`src/rtl/fpdiv_pkg.sv`:
```
// Shared constants and FSM state type for the shift-subtract fixed-point divider.
package fpdiv_pkg;

  localparam int unsigned DEF_WIDTH = 10;
  localparam int unsigned DEF_ITERS = 14;
  localparam int unsigned DEF_CNT_W = 4;

  typedef enum logic [2:0] {
    S_IDLE = 3'd0,
    S_LOAD = 3'd1,
    S_INIT = 3'd2,
    S_ITER = 3'd3,
    S_DONE = 3'd4
  } state_t;

endpackage

```
`src/rtl/fpdiv_iter_cnt.sv`:
```
// Iteration counter: synchronous clear, enable, saturates at LAST and flags it.
module fpdiv_iter_cnt #(
  parameter int unsigned CNT_W = fpdiv_pkg::DEF_CNT_W,
  parameter int unsigned LAST  = fpdiv_pkg::DEF_ITERS - 1
) (
  input  logic             clk,
  input  logic             rst,
  input  logic             clr,
  input  logic             en,
  output logic [CNT_W-1:0] cnt,
  output logic             tc
);

  assign tc = (cnt == CNT_W'(LAST));

  // Holding at LAST keeps the index inside the legal iteration range.
  always_ff @(posedge clk) begin
    if (rst || clr) begin
      cnt <= '0;
    end else if (en && !tc) begin
      cnt <= cnt + CNT_W'(1);
    end
  end

endmodule

```
`src/rtl/fixed_point_div_ctrl.sv`:
```
// Controller for a restoring shift-subtract divider: sequences load, init,
// ITERS shift/subtract steps and a completion pulse, with sticky status flags.
module fixed_point_div_ctrl
  import fpdiv_pkg::*;
#(
  parameter int unsigned WIDTH = DEF_WIDTH,
  parameter int unsigned ITERS = DEF_ITERS,
  parameter int unsigned CNT_W = DEF_CNT_W
) (
  input  logic             clk,
  input  logic             rst,
  input  logic             start,
  input  logic             b_zero,
  input  logic             gt,
  input  logic             ov_in,
  output logic             ld_a,
  output logic             ld_b,
  output logic             acc_init,
  output logic             shift,
  output logic             acc_sub,
  output logic [CNT_W-1:0] cnt,
  output logic             busy,
  output logic             done,
  output logic             dvz,
  output logic             ovf,
  output state_t           fsm_state
);

  localparam bit PARAMS_OK = (WIDTH > 0) && (ITERS > 0) && ((2 ** CNT_W) >= ITERS);

  if (!PARAMS_OK) begin : g_params_bad
    $error("fixed_point_div_ctrl: illegal WIDTH/ITERS/CNT_W combination");
  end

  // Handshake: start is a level sampled only in IDLE; anything else is dropped.
  state_t state, state_next;
  logic   cnt_clr, cnt_en, cnt_tc;
  logic   accept;

  assign fsm_state = state;
  assign accept    = (state == S_IDLE) && start;

  fpdiv_iter_cnt #(
    .CNT_W (CNT_W),
    .LAST  (ITERS - 1)
  ) u_iter_cnt (
    .clk (clk),
    .rst (rst),
    .clr (cnt_clr),
    .en  (cnt_en),
    .cnt (cnt),
    .tc  (cnt_tc)
  );

  always_ff @(posedge clk) begin
    if (rst) begin
      state <= S_IDLE;
    end else begin
      state <= state_next;
    end
  end

  always_comb begin
    state_next = state;
    ld_a       = 1'b0;
    ld_b       = 1'b0;
    acc_init   = 1'b0;
    shift      = 1'b0;
    acc_sub    = 1'b0;
    busy       = 1'b0;
    done       = 1'b0;
    cnt_clr    = 1'b0;
    cnt_en     = 1'b0;
    case (state)
      S_IDLE: begin
        if (start) state_next = S_LOAD;
      end
      S_LOAD: begin
        ld_a       = 1'b1;
        ld_b       = 1'b1;
        busy       = 1'b1;
        state_next = S_INIT;
      end
      S_INIT: begin
        acc_init   = 1'b1;
        busy       = 1'b1;
        cnt_clr    = 1'b1;
        state_next = b_zero ? S_DONE : S_ITER;
      end
      S_ITER: begin
        shift   = 1'b1;
        acc_sub = gt;
        busy    = 1'b1;
        // Overflow aborts regardless of how many steps remain.
        cnt_en  = !ov_in;
        if (ov_in || cnt_tc) state_next = S_DONE;
      end
      S_DONE: begin
        done       = 1'b1;
        state_next = S_IDLE;
      end
      default: state_next = S_IDLE;
    endcase
  end

  always_ff @(posedge clk) begin
    if (rst || accept) begin
      dvz <= 1'b0;
      ovf <= 1'b0;
    end else begin
      if (state == S_INIT && b_zero) dvz <= 1'b1;
      if (state == S_ITER && ov_in)  ovf <= 1'b1;
    end
  end

endmodule

```
`config.mk`:
```
export PLATFORM = sky130hd
export DESIGN_NAME = fixed_point_div_ctrl
export DESIGN_NICKNAME = d
export VERILOG_FILES = /design/src/rtl/fpdiv_pkg.sv /design/src/rtl/fpdiv_iter_cnt.sv /design/src/rtl/fixed_point_div_ctrl.sv
export SDC_FILE = /design/constraint.sdc
export NUM_CORES = 1
export LEC_CHECK = 0
export CAP_MARGIN = 5
export CORE_MARGIN = 4
export CORE_UTILIZATION = 34
export CTS_CLUSTER_SIZE = 25
export DETAILED_ROUTE_END_ITERATION = 8
export PLACE_DENSITY = 0.76
export SYNTH_ARGS = -nofsm -noshare
export SYNTH_HDL_FRONTEND = slang
export SYNTH_SLANG_ARGS = --single-unit
export TNS_END_PERCENT = 10
```
`constraint.sdc`:
```
create_clock -name clk -period 4.5 [get_ports clk]
set_clock_uncertainty 0.1 [all_clocks]
set_input_delay 0.675 -clock clk [delete_from_list [all_inputs] [get_ports clk]]
set_output_delay 0.675 -clock clk [all_outputs]
set_load 0.01 [all_outputs]
```
==> flow_summary.toml <==
[run_status]
status = "finished, final reports clean"

[finish]
layout_common_cells = "21 x clkdlybuf4s50_1, 9 x dfxtp_1, 6 x a31oi_1, 6 x nand2_1"
drive_above_1_share_pct = 4.651
nets = 95
post-route-cell-area_um2 = 767.0
final_common_cell = "clkdlybuf4s50_1"
fillers = 147
regArea_um2 = 180.2
syn2layout_area_growth_pct = 40.92
multi_input_area_um2 = 322.8
n_antenna_cell = 0

[route]
wire_per_inst_um = 13.10
drt_wl_total_mm = 1.336
ant_nets = 0
drcViolationCount = 0
via_count = 537
drt_iter0_drc = 5
firstDrtPassIters = 4
vias_per_cell = 5.265

[global_routing]
grt_pass1_wl_mm = 1.945
grt_max_degree = 19
grt_usage_pct = 12.34
grt-ovfl-total = 0
antenna_found_initial = 0
grt_pass1_vias = 433

[sta]
final_max_slew_viol_count = 0
min_period_over_period_pct = 56.92
fmax_mhz = 390.4
relSlewSlack_pct = 62.55
setup_violations = 0
grt_setup_unrepaired = "no"
fin_crit_ns = 2.562
hold_ws_ns = 0.3698
tightest_slew_ns = 0.5611
report.final.hold_viol_count = 0
tns_ns = 0

[critical_path]
r2r-start = "fsm_state[0]$_SDFFE_PP0P_"
path_cells = "clkdlybuf4s50_1 > and3_1 > clkdlybuf4s50_1"
timing.critical_path.to = "acc_sub"
required_ns = 3.72
cp_data_arrival_time_ns = 1.79
crit_top_cell = "clkdlybuf4s50_1"
reg2reg_slack_ns = 2.71
r2r_cells = 3
critPathKind = "in -> out"
cp_max_fo = 1
slowest_delay_ns = 0.53
critPathLaunch = "gt"
reg2reg_to = "u_iter_cnt.cnt[3]$_SDFFE_PP0P_"
crit_path_end_kind = "primary output"
cp_slowest_cell = "clkdlybuf4s50_1"
critPathLaunchType = "input pin"

[clock_tree]
cts_max_path_buffers = 2
post_cts.repair.setup_buffers = 0
clk_pin_slew_ns = 0.06
cts_tree = "done"
insertion_delay_ns = 0.26
cts-resized-gates = 0
h-tree-depth = 1
cts_root_buf = "clkbuf_4"
holdBufCountCts = 0
cts_inserted_buffers = 3
clock_sinks = 9

[logic_synthesis]
syn_inst = 66
synthesis.area_um2 = 544.3
synth_nets = 74
ys_ff_latch = 9
yosysSeqAreaShare_pct = 33.10
synth.avg_cell_area_um2 = 8.247
synth.distinct_cells = 28
synth_warnings = 0

[floorplanning]
rows = 14
die_area_mm2 = 0.002305
ioPinCount = 22
die-height_um = 48.01
core_mm2 = 0.001506
initial_utilization_pct = 36.13
die_w_um = 48.01

[run]
cap_viol_max_count = 0

[place]
placed_area_um2 = 740.7
gp_congestion = 0.7740
dp_hpwl_um = 942.3
port-buffer-count = 21

[pwr]
powerDensity_mw_per_mm2 = 249.2
irDropWorstVdd_mv = 0.1972
leakagePower_uw = 0.0002619

[worst_hold_path]
hp-class = "reg -> reg"
[worst min-delay path by stage]
stage | startpoint | endpoint | slack, ns | cells past startpoint
after floorplan | dvz$_SDFFE_PP0P_ | dvz$_SDFFE_PP0P_ | 0.41 | 1
after global placement | dvz$_SDFFE_PP0P_ | dvz$_SDFFE_PP0P_ | 0.35 | 1
after detailed placement | dvz$_SDFFE_PP0P_ | dvz$_SDFFE_PP0P_ | 0.36 | 1
after CTS | dvz$_SDFFE_PP0P_ | dvz$_SDFFE_PP0P_ | 0.37 | 1
after global routing | dvz$_SDFFE_PP0P_ | dvz$_SDFFE_PP0P_ | 0.41 | 1
final | dvz$_SDFFE_PP0P_ | dvz$_SDFFE_PP0P_ | 0.37 | 1
[kinds of logic after synthesis]
kind of cell | count (synthesis) | synth area share (%)
adders and majority gates | 2 | 4.597
DFF | 9 | 33.10
buffers and inverters | 7 | 7.584
AOI/OAI and AO/OA | 16 | 20.92
and+or+nand+nor | 32 | 33.79
[cell type report]
class                   count  share of cell area [%]
inverters                   2                  0.9788
clock buffers               4                   3.426
multi-input cells          50                   42.09
repair buffers             21                   27.41
well taps                  16                   2.610
flip-flops and latches      9                   23.49
[worst max-delay path, delay by kind of cell]
family | cells | cell delay, ns
buffers and inverters | 2 | 0.98
AND/OR/NAND/NOR | 1 | 0.14
[cell usage after synthesis, drive strengths merged]
master | n | area (um2)
a21bo | 1 | 10.01
a21o | 1 | 7.510
a21oi | 1 | 5.000
a31o | 1 | 8.760
a31oi | 6 | 37.54
and2 | 1 | 6.260
and2b | 1 | 10.01
and3 | 2 | 12.51
buf | 4 | 30.02
clkbuf | 1 | 3.750
dfxtp | 9 | 180.2
ha | 2 | 25.02
inv | 2 | 7.510
nand2 | 6 | 22.52
nand2b | 5 | 31.28
nand4 | 1 | 6.260
nand4bb | 1 | 11.26
nor2 | 5 | 18.77
nor2b | 2 | 12.51
nor3 | 3 | 15.01
nor3b | 2 | 15.01
o211ai | 2 | 15.01
o21a | 2 | 15.01
o22ai | 1 | 6.260
o311ai | 1 | 8.760
or4 | 3 | 22.52
[power breakdown]
part / leakage (uW) / internal [uW] / switching, uW
clock: 0.0000150 / 34.2 / 28.9
sequential: 0.0000729 / 82.0 / 6.74
combinational: 0.000174 / 22.5 / 16.7
[through the flow]
step                power [uW]  worst slack, ns  instances  utilization [%]
floorplan                111.7            2.726         66                -
global route             203.2            1.823        102            50.91
global placement         129.3            1.936         98            49.17
finish                   191.1            1.938        102            50.91
CTS                      194.1            1.927        102            50.91
detailed placement       129.8            1.935         98            49.17
[per-layer routing]
layer | GRT usage, % | vias to the layer above | wire length, um | share of wire (%)
met4 | 3.226 | 0 | 12 | 0.90
met2 | 17.41 | 14 | 600 | 45
met5 | 0 | - | 0 | 0
met3 | 5.639 | 2 | 86 | 6.4
li1 | - | 280 | - | -
met1 | 16.89 | 241 | 636 | 48
[registers in the layout (all words and copies together) (netlist names)]
signal,flops
dvz,1
fsm_state,3
ovf,1
u_iter_cnt.cnt,4
(Power assumes the default switching activity.)
